--- src/rtl/tile_pkg.sv ---
// tile_pkg: shared lane/lives constants, judge state type and press helper
package tile_pkg;
   localparam int NUM_LANES = 4;
   localparam int LIVES_W = 2;
   typedef logic [1:0] lane_t;
   typedef enum logic [1:0] {ST_IDLE, ST_PLAY, ST_LOCKED, ST_OVER} judge_state_t;
   function automatic logic single_press(input logic [NUM_LANES-1:0] p);
      return (p != '0) && ((p & (p - 1'b1)) == '0);
   endfunction
endpackage

--- src/rtl/key_conditioner.sv ---
// key_conditioner: synchronises one active-low key, optionally debounces it (TILE_HIT_JUDGE_DEBOUNCE_EN), flags press edges
module key_conditioner
   import tile_pkg::*;
#(
   parameter int DEBOUNCE_CYCLES = 50000
) (
   input  logic clock,
   input  logic resetn,
   input  logic key_n,
   output logic press
);
   logic sync_1, sync_2, cond, cond_d;
   if (DEBOUNCE_CYCLES < 1) begin : g_bad_debounce
      $error("DEBOUNCE_CYCLES must be at least 1");
   end
   // two-flop synchroniser, idling at the released level
   always_ff @(posedge clock or negedge resetn)
      if (!resetn) begin
         sync_1 <= 1'b1;
         sync_2 <= 1'b1;
      end else begin
         sync_1 <= key_n;
         sync_2 <= sync_1;
      end
`ifdef TILE_HIT_JUDGE_DEBOUNCE_EN
   localparam int CNT_W = $clog2(DEBOUNCE_CYCLES + 1);
   logic [CNT_W-1:0] cnt;
   // adopt a new level only after DEBOUNCE_CYCLES consecutive differing samples
   always_ff @(posedge clock or negedge resetn)
      if (!resetn) begin
         cond <= 1'b1;
         cnt <= '0;
      end else if (sync_2 == cond) begin
         cnt <= '0;
      end else if (cnt == CNT_W'(DEBOUNCE_CYCLES - 1)) begin
         cond <= sync_2;
         cnt <= '0;
      end else begin
         cnt <= cnt + 1'b1;
      end
`else
   assign cond = sync_2;
`endif
   // previous conditioned level, used to find the 1->0 press edge
   always_ff @(posedge clock or negedge resetn)
      if (!resetn) cond_d <= 1'b1;
      else cond_d <= cond;
   assign press = cond_d & ~cond;
endmodule

--- src/rtl/tile_hit_judge.sv ---
// tile_hit_judge: judges lane presses against the bottom-row tile; debounce via TILE_HIT_JUDGE_DEBOUNCE_EN
module tile_hit_judge
   import tile_pkg::*;
#(
   parameter int LIVES = 3,
   parameter int DEBOUNCE_CYCLES = 50000
) (
   input  logic                 clock,
   input  logic                 resetn,
   input  logic                 startn,
   input  logic [NUM_LANES-1:0] keys_n,
   input  logic                 tile_valid,
   input  lane_t                tile_lane,
   input  logic                 row_advance,
   output logic                 increment,
   output logic                 miss,
   output logic [LIVES_W-1:0]   lives,
   output logic                 playing,
   output logic                 game_over
);
   judge_state_t state, state_nx;
   logic [NUM_LANES-1:0] press;
   logic [LIVES_W-1:0] lives_nx;
   logic inc_nx, miss_nx, hit, penal;
   if (LIVES < 1 || LIVES > 3) begin : g_bad_lives
      $error("LIVES must be in 1..3");
   end
   for (genvar i = 0; i < NUM_LANES; i++) begin : g_lane
      key_conditioner #(.DEBOUNCE_CYCLES(DEBOUNCE_CYCLES)) u_key (
         .clock  (clock),
         .resetn (resetn),
         .key_n  (keys_n[i]),
         .press  (press[i])
      );
   end
   assign hit = single_press(press) && tile_valid && press[tile_lane];
   assign penal = !hit && ((press != '0) || (row_advance && tile_valid));
   // next state and next registered outputs; a hit wins over a same-cycle advance
   always_comb begin
      state_nx = state;
      inc_nx = 1'b0;
      miss_nx = 1'b0;
      lives_nx = lives;
      case (state)
         ST_IDLE, ST_OVER: if (!startn) begin
            state_nx = ST_PLAY;
            lives_nx = LIVES_W'(LIVES);
         end
         ST_PLAY: if (hit) begin
            inc_nx = 1'b1;
            state_nx = row_advance ? ST_PLAY : ST_LOCKED;
         end else if (penal) begin
            miss_nx = 1'b1;
            lives_nx = (lives == '0) ? '0 : lives - 1'b1;
            state_nx = (lives <= LIVES_W'(1)) ? ST_OVER : ST_PLAY;
         end
         ST_LOCKED: if (row_advance) state_nx = ST_PLAY;
         default: state_nx = ST_IDLE;
      endcase
   end
   // state and all outputs registered together
   always_ff @(posedge clock or negedge resetn)
      if (!resetn) begin
         state <= ST_IDLE;
         increment <= 1'b0;
         miss <= 1'b0;
         lives <= '0;
         playing <= 1'b0;
         game_over <= 1'b0;
      end else begin
         state <= state_nx;
         increment <= inc_nx;
         miss <= miss_nx;
         lives <= lives_nx;
         playing <= (state_nx == ST_PLAY) || (state_nx == ST_LOCKED);
         game_over <= state_nx == ST_OVER;
      end
endmodule

--- config.mk ---
export PLATFORM = sky130hd
export DESIGN_NAME = tile_hit_judge
export DESIGN_NICKNAME = d
export VERILOG_FILES = /design/src/rtl/tile_pkg.sv /design/src/rtl/key_conditioner.sv /design/src/rtl/tile_hit_judge.sv
export SDC_FILE = /design/constraint.sdc
export NUM_CORES = 1
export LEC_CHECK = 0
export CAP_MARGIN = 40
export CORE_MARGIN = 2
export CORE_UTILIZATION = 50
export CTS_BUF_LIST = sky130_fd_sc_hd__clkbuf_8
export DETAILED_ROUTE_END_ITERATION = 12
export GPL_TIMING_DRIVEN = 1
export PLACE_DENSITY = 0.77
export SLEW_MARGIN = 20
export SYNTH_ARGS = -nofsm -noshare
export SYNTH_HDL_FRONTEND = slang
export SYNTH_HIERARCHICAL = 1
export SYNTH_SLANG_ARGS = --single-unit
--- constraint.sdc ---
create_clock -name clock -period 3.7 [get_ports clock]
set_input_delay 0.74 -clock clock [delete_from_list [all_inputs] [get_ports clock]]
set_output_delay 0.74 -clock clock [all_outputs]
set_load 0.01 [all_outputs]
==> results.sh, run 1 <==
export IMPL_fillCellCount=126
export IMPL_grt_pass1_wl_um=2390
export IMPL_share_clk_of_total_power=0.222
export IMPL_clock_root_buffer="sky130_fd_sc_hd__clkbuf_8"
export IMPL_run_status="finished clean"
export IMPL_multi_input_area_um2=344
export IMPL_yosys_warnings=6
export IMPL_drc=0
export IMPL_synthFlopType="sky130_fd_sc_hd__dfstp_2"
export IMPL_wl_per_cell_um=12.5
export IMPL_synth_async_sr_flop_share=1.00
export IMPL_setup_worst_path_end_class="register"
export IMPL_grt_overall_usage=0.162
export IMPL_holdBufCountCts=0
export IMPL_ys_ff_latch=20
export IMPL_clock_path_buffers=2
export IMPL_clock_fmax_mhz=400
export IMPL_max_slew_margin=0.619
export IMPL_rr_startpoint="g_lane[3].u_key/cond$_DFF_PN1_"
export IMPL_worst_setup_path_startpoint="tile_lane[1]"
export IMPL_tot_pwr_uw=732
export IMPL_synthMostInstantiatedCell="sky130_fd_sc_hd__dfstp_2"
export IMPL_final_seq_area_um2=515
export IMPL_cts_clk_slew_worst_paths_ps=70
export IMPL_antenna_nets_post_route=0
export IMPL_first_global_vias=568
export IMPL_routed_wirelength_um=1440
export IMPL_power_switching_uw=230
export IMPL_skew_ps=1.43
export IMPL_cts_post_setup_buffers_inserted=0
export IMPL_cts_made_buffers=3
export IMPL_fraction_of_the_yosys_area_taken_by_sequential_cells=0.579
export IMPL_hpwlAfterDp_um=1060
export IMPL_number_of_antenna_violations_at_the_first_check_in_global_routing=0
export IMPL_ioPinCount=17
export IMPL_die_width_um=46.2
export IMPL_internal_power_uw=501
export IMPL_peakVddDrop_uv=316
export IMPL_setup_violations_final=0
export IMPL_die_height_um=46.2
export IMPL_mean_post_synth_cell_area_um2=12.7
export IMPL_hp_class="reg -> reg"
export IMPL_maximum_single_stage_delay_on_the_critical_path_ps=490
export IMPL_place_congestion=0.793
export IMPL_clkSinkCount=20
export IMPL_floorplan_die_area_mm2=0.00213
export IMPL_hold_path_startpoint="g_lane[1].u_key/sync_1$_DFF_PN1_"
export IMPL_core_area_mm2=0.00171
export IMPL_drt_iter0_markers=7
export IMPL_timing_final_crit_share=0.676
export IMPL_p_leak_nw=0.494
export IMPL_worst_ep_required_time_ps=3850
export IMPL_hold_path_sink="g_lane[1].u_key/cond$_DFF_PN1_"
export IMPL_layout_nets=105
export IMPL_maxCapViolations=0
export IMPL_tns_ps=0
export IMPL_slew_viol_final=0
export IMPL_min_path_cells=0
export IMPL_pwr_share_seq=0.403
export IMPL_switching_share=0.315
export IMPL_cts_tree="yes"
export IMPL_transition_time_at_the_pin_with_the_least_slew_margin_ps=557
export IMPL_crit_arrival_ps=2650
export IMPL_post_synth_inst_count=70
export IMPL_post_cts_resized_instances=0
export IMPL_worst_path_max_delay_cell="sky130_fd_sc_hd__clkdlybuf4s50_1"
export IMPL_worstReg2RegEnd="playing$_DFF_PN0_"
export IMPL_gr_total_overflow=0
export IMPL_antenna_cells=0
export IMPL_startpoint_type="input pin"
export IMPL_crit_path_cell_trace="clkdlybuf4s50_1 > mux2_1 > nand3b_1 > a22o_4 > mux2_4 > o32ai_1 > ha_1"
export IMPL_port_buffer_count=16
export IMPL_drt_first_pass_iters=4
export IMPL_timing_final_hold_violations=0
export IMPL_timing_worst_setup_path_type="in -> reg"
export IMPL_final_period_minus_worst_setup_slack_ps=2500
export IMPL_num_vias=589
export IMPL_synth_enable_flop_cells=0
export IMPL_cts_htree_levels=1
export IMPL_post_synth_main_area_contributors="sky130_fd_sc_hd__dfstp_2 (35%), sky130_fd_sc_hd__dfrtp_1 (23%), sky130_fd_sc_hd__nor2b_4 (6.2%)"
export IMPL_avgViaCountPerCell=5.12
export IMPL_setup_reg_to_reg_worst_slack_ps=1520
export IMPL_p_per_area_mw_per_mm2=640
export IMPL_post_synth_instance_area_um2=890
export IMPL_postSynthNetCount=84
export IMPL_drive_gt1_frac=0.289
export IMPL_synthToLayoutAreaGrowth_pct=28.6
export IMPL_synth_common_cells="sky130_fd_sc_hd__dfstp_2 (12), sky130_fd_sc_hd__dfrtp_1 (8), sky130_fd_sc_hd__inv_1 (7), sky130_fd_sc_hd__nand2_1 (4), sky130_fd_sc_hd__nor2b_4 (4)"
export IMPL_timing_reg2reg_worst_path_depth=7
export IMPL_grt_setup_unrepaired="false"
export IMPL_synthDominantAreaCellType="sky130_fd_sc_hd__dfstp_2"
export IMPL_largest_net_degree_at_the_start_of_global_routing=21
export IMPL_yosysTopAreaCellShare=0.354
export IMPL_crit_path_max_fanout=8
export IMPL_initial_utilization=0.521
export IMPL_pwr_share_comb=0.374
export IMPL_clock_insertion_delay_worst_skew_ps=260
export IMPL_yosysUniqueCellTypes=31
export IMPL_core_rowCount=15
[critical path, delay by kind of cell]
kind                     cells  cell delay (ps)
AO/OA/AOI/OAI                2              410
adder cells (fa/ha/maj)      1              270
buffers and inverters        1              490
multiplexers                 2              640
AND/OR/NAND/NOR              1              100
[power groups by stage]
stage | clock network [mW] | registers, mW | logic (mW)
final | 0.163 | 0.295 | 0.274
after global routing | 0.178 | 0.300 | 0.310
after CTS | 0.170 | 0.295 | 0.274
after detailed placement | 0 | 0.298 | 0.273
after global placement | 0 | 0.297 | 0.265
after floorplan | 0 | 0.304 | 0.163
[kinds of logic after synthesis]
group,after synthesis,synth area share
multiplexers,4,0.0534
buffers and inverters,8,0.0338
XOR/XNOR,1,0.00985
adder cells (fa/ha/maj),3,0.0422
flip-flops,20,0.579
AND/OR/NAND/NOR,18,0.143
AO/OA/AOI/OAI,16,0.138
[sequential cells by signal, indices dropped and copies added, names as in the netlist]
signal               count
g_lane.u_key/cond        4
g_lane.u_key/cond_d      4
g_lane.u_key/sync_1      4
lives                    2
state                    2
game_over                1
increment                1
miss                     1
playing                  1
[per-layer routing]
layer  routed length (µm)  global-route usage  share of wire  vias to the layer above
met3                   48              0.0235          0.033                        2
li1                     -                   -              -                      292
met1                  672               0.204           0.47                      279
met5                    0                   0              0                        -
met4                   23               0.109          0.016                        0
met2                  696               0.256           0.48                       16
[worst max path at each step]
stage	endpoint	depth (start not counted)
6_report	playing$_DFF_PN0_	7
3_5_place_dp	playing$_DFF_PN0_	7
2_1_floorplan	playing$_DFF_PN0_	6
4_1_cts	playing$_DFF_PN0_	7
3_3_place_gp	playing$_DFF_PN0_	7
5_1_grt	playing$_DFF_PN0_	7
[final cells by class]
class,instances,area share
repair buffers,17,0.150
inverters,7,0.0230
flip-flops and latches,20,0.451
well taps,25,0.0274
clock buffers,4,0.0481
multi-input cells,42,0.301
[placed cells by master, fill, tap and decap left out, types with 2 or more instances in the layout]
| master | instances |
|---|---|
| sky130_fd_sc_hd__nand2_1 | 4 |
| sky130_fd_sc_hd__clkbuf_8 | 4 |
| sky130_fd_sc_hd__dfstp_2 | 12 |
| sky130_fd_sc_hd__inv_1 | 7 |
| sky130_fd_sc_hd__nand3_1 | 2 |
| sky130_fd_sc_hd__a21oi_1 | 3 |
| sky130_fd_sc_hd__dfrtp_1 | 8 |
| sky130_fd_sc_hd__o32ai_1 | 2 |
| sky130_fd_sc_hd__nor2b_4 | 4 |
| sky130_fd_sc_hd__ha_1 | 3 |
| sky130_fd_sc_hd__o21ai_0 | 2 |
| sky130_fd_sc_hd__nor2_1 | 3 |
| sky130_fd_sc_hd__clkdlybuf4s50_1 | 16 |
[metrics by stage]
stage          cells   util  setup WS [ps]  cell area (µm²)  hold WS, ps
2_1_floorplan     70      -           1510              890          345
3_3_place_gp     110  0.631            952             1080          346
3_5_place_dp     110  0.631            917             1080          347
4_1_cts          114  0.663           1190             1130          357
5_1_grt          115  0.670           1090             1140          359
6_report         115  0.670           1200             1140          357
(Power assumes the default switching activity.)
==> inputs of run 2 (changes only) <==
clock period = 2.45 ns   (was 3.7 ns; I/O delays follow)
==> run 2 against run 1 <==
  * Core utilization increased by 2.1 points
  * Sequential share of layout area decreased by 1.3 points
  * Worst hold slack about the same
  * Register-to-register slack got worse by 1300 ps
  * Final cell count increased by 2.6%
  * Critical path depth unchanged
  * Highest routed layer unchanged
==> results.sh, run 2 (synthesized netlist as in run 1, its figures left out) <==
export IMPL_drt_first_pass_iters=4
export IMPL_clkSinkCount=20
export IMPL_drive_gt1_frac=0.312
export IMPL_run_status="finished clean"
export IMPL_holdBufCountCts=0
export IMPL_startpoint_type="input pin"
export IMPL_antenna_cells=0
export IMPL_final_cell_area_mm2=0.00118
export IMPL_antenna_nets_post_route=0
export IMPL_slew_viol_final=0
export IMPL_detailed_place_area_mm2=0.00111
export IMPL_drc=0
export IMPL_maxCapViolations=0
export IMPL_hold_path_startpoint="g_lane[2].u_key/sync_1$_DFF_PN1_"
export IMPL_die_width_um=46.2
export IMPL_peakVddDrop_uv=602
export IMPL_worst_ep_required_time_ps=2600
export IMPL_tot_pwr_mw=1.22
export IMPL_layout_top_registers="g_lane.u_key/cond: 4 flops, g_lane.u_key/cond_d: 4 flops, g_lane.u_key/sync_1: 4 flops"
export IMPL_synthToLayoutAreaGrowth_pct=32.5
export IMPL_clock_fmax_mhz=445
export IMPL_num_vias=622
export IMPL_post_cts_resized_instances=0
export IMPL_ioPinCount=17
export IMPL_cts_clk_slew_worst_paths_ps=70
export IMPL_hold_path_sink="g_lane[2].u_key/cond$_DFF_PN1_"
export IMPL_hp_class="reg -> reg"
export IMPL_rr_startpoint="g_lane[0].u_key/cond$_DFF_PN1_"
export IMPL_drt_iter0_markers=13
export IMPL_clock_insertion_delay_worst_skew_ps=260
export IMPL_cts_post_setup_buffers_inserted=0
export IMPL_cts_htree_levels=1
export IMPL_number_of_antenna_violations_at_the_first_check_in_global_routing=0
export IMPL_p_leak_nw=0.513
export IMPL_setup_worst_path_end_class="register"
export IMPL_layout_cells_most_common_list="sky130_fd_sc_hd__clkdlybuf4s50_1 (16), sky130_fd_sc_hd__dfstp_2 (12), sky130_fd_sc_hd__dfrtp_1 (8)"
export IMPL_cts_tree="yes"
export IMPL_clock_path_buffers=2
export IMPL_setup_reg_to_reg_worst_slack_ps=270
export IMPL_gr_total_overflow=0
export IMPL_skew_ps=3.24
export IMPL_grt_overall_usage=0.176
export IMPL_min_path_cells=0
export IMPL_core_rowCount=15
export IMPL_setup_violations_final=0
export IMPL_layout_nets=108
export IMPL_initial_utilization=0.521
export IMPL_first_global_vias=609
export IMPL_timing_final_hold_violations=0
export IMPL_largest_net_degree_at_the_start_of_global_routing=21
export IMPL_cts_made_buffers=3
export IMPL_worstReg2RegEnd="playing$_DFF_PN0_"
export IMPL_grt_pass1_wl_um=2530
export IMPL_max_slew_margin=0.550
export IMPL_p_per_area_mw_per_mm2=1030
export IMPL_timing_worst_setup_path_type="in -> reg"
export IMPL_hpwlAfterDp_um=1070
export IMPL_final_period_minus_worst_setup_slack_ps=2250
export IMPL_timing_reg2reg_worst_path_depth=7
export IMPL_die_height_um=46.2
export IMPL_timing_final_crit_share=0.918
export IMPL_place_congestion=0.730
export IMPL_core_area_mm2=0.00171
export IMPL_floorplan_die_area_mm2=0.00213
export IMPL_most_common_library_cell_in_the_layout_ignoring_fill_and_taps="sky130_fd_sc_hd__clkdlybuf4s50_1"
export IMPL_wl_per_cell_um=13.0
export IMPL_port_buffer_count=16
export IMPL_clock_root_buffer="sky130_fd_sc_hd__clkbuf_8"
export IMPL_crit_path_max_fanout=3
export IMPL_crit_arrival_ps=2400
export IMPL_routed_wirelength_um=1530
export IMPL_avgViaCountPerCell=5.27
export IMPL_grt_setup_unrepaired="false"
export IMPL_transition_time_at_the_pin_with_the_least_slew_margin_ps=658
run 2: stage by stage:
| stage | setup slack [ps] | hold WS, ps | setup TNS (ps) | util | std cells |
|---|---|---|---|---|---|
| floorplan | 384 | 194 | 0 | - | 70 |
| global placement | -9.63 | 346 | -9.63 | 0.648 | 114 |
| detailed placement | -89.5 | 347 | -89.5 | 0.648 | 114 |
| CTS | 184 | 358 | 0 | 0.690 | 118 |
| global route | 98.3 | 363 | 0 | 0.690 | 118 |
| finish | 201 | 357 | 0 | 0.690 | 118 |
run 2: worst max-delay path by stage:
stage | start | to | slack [ps] | cells past startpoint
2_1_floorplan | g_lane[0].u_key/cond$_DFF_PN1_ | playing$_DFF_PN0_ | 380 | 7
3_3_place_gp | tile_lane[1] | playing$_DFF_PN0_ | -10 | 7
3_5_place_dp | tile_lane[1] | playing$_DFF_PN0_ | -90 | 7
4_1_cts | tile_lane[1] | playing$_DFF_PN0_ | 180 | 7
5_1_grt | tile_lane[1] | playing$_DFF_PN0_ | 100 | 7
6_report | tile_lane[1] | playing$_DFF_PN0_ | 200 | 7
run 2: layer usage:
layer	GRT usage	part of all wire
met1	0.217	0.45
met2	0.253	0.44
met3	0.0549	0.069
met4	0.137	0.039
met5	0	0
run 2: cell type report:
type	count	area [µm²]
Fill cell	123	529
Sequential cell	20	515
Multi-Input combinational cell	42	344
Timing Repair Buffer	20	190
Clock buffer	3	41.3
Tap cell	25	31.3
Clock inverter	1	30.0
Inverter	7	26.3
run 2: worst max-delay path, stage by stage:
cell and delay, ps:
sky130_fd_sc_hd__clkdlybuf4s50_1 490, sky130_fd_sc_hd__mux2_1 320, sky130_fd_sc_hd__nand3b_1 100, sky130_fd_sc_hd__a22o_4 150
sky130_fd_sc_hd__mux2_4 300, sky130_fd_sc_hd__o32ai_1 260, sky130_fd_sc_hd__ha_1 280
run 2: report_power, final:
group | switching, mW | internal [mW]
registers | 0.0415 | 0.403
logic | 0.212 | 0.232
clock network | 0.112 | 0.218
total | 0.366 | 0.852
==> inputs of run 3 (changes only) <==
DONT_BUFFER_PORTS = 1   (was unset)
PLACE_DENSITY = unset   (was 0.77)
SLEW_MARGIN = unset   (was 20)
==> run 3 against run 2 <==
  * Die area stayed put
  * Global-route usage is 2.3 points lower
  * Worst hold slack worse by 290 ps
  * Via count is 17% lower
  * Cell area is 15% lower
  * Critical path type is now reg -> reg
==> results.sh, run 3 (synthesized netlist as in run 1, its figures left out) <==
export IMPL_transition_time_at_the_pin_with_the_least_slew_margin_ps=606
export IMPL_grt_setup_unrepaired="false"
export IMPL_final_cells=99
export IMPL_setup_violations_final=0
export IMPL_clock_root_buffer="sky130_fd_sc_hd__clkbuf_8"
export IMPL_startpoint_type="register"
export IMPL_initial_utilization=0.521
export IMPL_antenna_nets_post_route=0
export IMPL_layout_top_registers="g_lane.u_key/cond: 4 flops, g_lane.u_key/cond_d: 4 flops, g_lane.u_key/sync_1: 4 flops"
export IMPL_port_buffer_count=0
export IMPL_ioPinCount=17
export IMPL_crit_path_max_fanout=8
export IMPL_maximum_single_stage_delay_on_the_critical_path_ps=550
export IMPL_setup_reg_to_reg_worst_slack_ps=280
export IMPL_crit_path_cell_trace="nor2b_4 > nor3_1 > nand2_1 > a22o_4 > mux2_4 > o32ai_1 > ha_1"
export IMPL_fillCellCount=136
export IMPL_avgViaCountPerCell=5.24
export IMPL_multi_input_area_um2=344
export IMPL_drc=0
export IMPL_timing_final_hold_violations=0
export IMPL_post_route_utilization=0.585
export IMPL_gr_total_overflow=0
export IMPL_cts_post_setup_buffers_inserted=0
export IMPL_core_rowCount=15
export IMPL_cts_clk_slew_worst_paths_ps=70
export IMPL_cts_htree_levels=1
export IMPL_num_vias=519
export IMPL_final_period_minus_worst_setup_slack_ps=2170
export IMPL_number_of_antenna_violations_at_the_first_check_in_global_routing=0
export IMPL_cts_made_buffers=3
export IMPL_worst_ep_required_time_ps=2590
export IMPL_p_leak_nw=0.438
export IMPL_final_seq_area_um2=515
export IMPL_drive_gt1_frac=0.338
export IMPL_run_status="finished clean"
export IMPL_hpwlAfterDp_um=945
export IMPL_clkSinkCount=20
export IMPL_tns_ps=0
export IMPL_synthToLayoutAreaGrowth_pct=12.2
export IMPL_maxCapViolations=0
export IMPL_drt_iter0_markers=10
export IMPL_drt_first_pass_iters=4
export IMPL_antenna_cells=0
export IMPL_p_per_area_mw_per_mm2=1090
export IMPL_post_route_hold_slack_ps=69.6
export IMPL_first_global_vias=509
export IMPL_floorplan_die_area_mm2=0.00213
export IMPL_grt_pass1_wl_um=2240
export IMPL_clock_fmax_mhz=461
export IMPL_skew_ps=1.54
export IMPL_setup_worst_path_end_class="register"
export IMPL_peakVddDrop_uv=596
export IMPL_clock_path_buffers=2
export IMPL_routed_wirelength_um=1360
export IMPL_clock_insertion_delay_worst_skew_ps=250
export IMPL_worst_path_dominant_cell_family="flip-flops"
export IMPL_timing_worst_setup_path_type="reg -> reg"
export IMPL_most_common_library_cell_in_the_layout_ignoring_fill_and_taps="sky130_fd_sc_hd__dfstp_2"
export IMPL_crit_arrival_ps=2320
export IMPL_dp_cells=94
export IMPL_die_width_um=46.2
export IMPL_layout_cells_most_common_list="sky130_fd_sc_hd__dfstp_2 (12), sky130_fd_sc_hd__dfrtp_1 (8), sky130_fd_sc_hd__inv_1 (7)"
export IMPL_die_height_um=46.2
export IMPL_grt_overall_usage=0.153
export IMPL_largest_net_degree_at_the_start_of_global_routing=14
export IMPL_slew_viol_final=0
export IMPL_core_area_mm2=0.00171
export IMPL_worst_path_max_delay_cell="sky130_fd_sc_hd__dfstp_2"
export IMPL_layout_nets=89
export IMPL_wl_per_cell_um=13.7
export IMPL_timing_final_crit_share=0.886
export IMPL_cts_tree="yes"
export IMPL_place_congestion=0.779
export IMPL_hp_class="in -> async"
export IMPL_critPathBufInv=0
export IMPL_max_slew_margin=0.585
[run 3: changes by cell type in the layout (fill, tap and decap cells not counted), sizes merged]
cell and change:
clkdlybuf4s50 -16, buf -4, dlygate4sd3 +1
[run 3: final timing paths]
check	startpoint	cells past startpoint	end
setup / recovery	g_lane[0].u_key/cond$_DFF_PN1_	7	playing$_DFF_PN0_
hold / removal	resetn	0	g_lane[2].u_key/cond_d$_DFF_PN1_
setup reg to reg	g_lane[0].u_key/cond$_DFF_PN1_	7	playing$_DFF_PN0_
hold reg to reg	g_lane[3].u_key/sync_1$_DFF_PN1_	0	g_lane[3].u_key/cond$_DFF_PN1_
max in group asynchronous	resetn	1	increment$_DFF_PN0_
min in group clock	keys_n[0]	0	g_lane[0].u_key/sync_1$_DFF_PN1_
[run 3: layout make-up]
class                      count  share of cell area
clock buffer                   3              0.0414
tap                           25              0.0313
clock inverter                 1              0.0301
sequential                    20               0.516
timing repair buffer           1              0.0100
multi-input combinational     42               0.345
inverter                       7              0.0263
[run 3: worst reg2reg max path, cell delays in order (launching register included)]
cell,delay (ps)
sky130_fd_sc_hd__dfstp_2,550
sky130_fd_sc_hd__nor2b_4,50
sky130_fd_sc_hd__nor3_1,270
sky130_fd_sc_hd__nand2_1,120
sky130_fd_sc_hd__a22o_4,260
sky130_fd_sc_hd__mux2_4,310
sky130_fd_sc_hd__o32ai_1,230
sky130_fd_sc_hd__ha_1,270
[run 3: stage by stage]
| stage | worst slack, ps | power (mW) | cell area (µm²) |
|---|---|---|---|
| 2_1_floorplan | 384 | 0.705 | 890 |
| 3_3_place_gp | 310 | 0.763 | 917 |
| 6_report | 279 | 1.09 | 998 |
| 3_5_place_dp | 290 | 0.769 | 917 |
| 4_1_cts | 267 | 1.10 | 998 |
| 5_1_grt | 116 | 1.17 | 998 |
[run 3: repair_timing]
action,CTS,global route
hold endpoints to repair,8,0
hold buffers,1,0
gates resized for setup,0,0
endpoints found under the setup margin,0,0
[run 3: routing by layer]
metal	share of wire	wire, µm	global-route usage	vias to the layer above
met3	0.070	95	0.0667	5
li1	-	-	-	257
met5	0	0	0	-
met1	0.46	627	0.211	233
met4	0.018	25	0.0514	0
met2	0.45	610	0.214	24
[run 3: power by group]
part           switching (mW)  internal, mW
clock network           0.102         0.218
registers              0.0658         0.404
logic                   0.164         0.136
total                   0.332         0.758
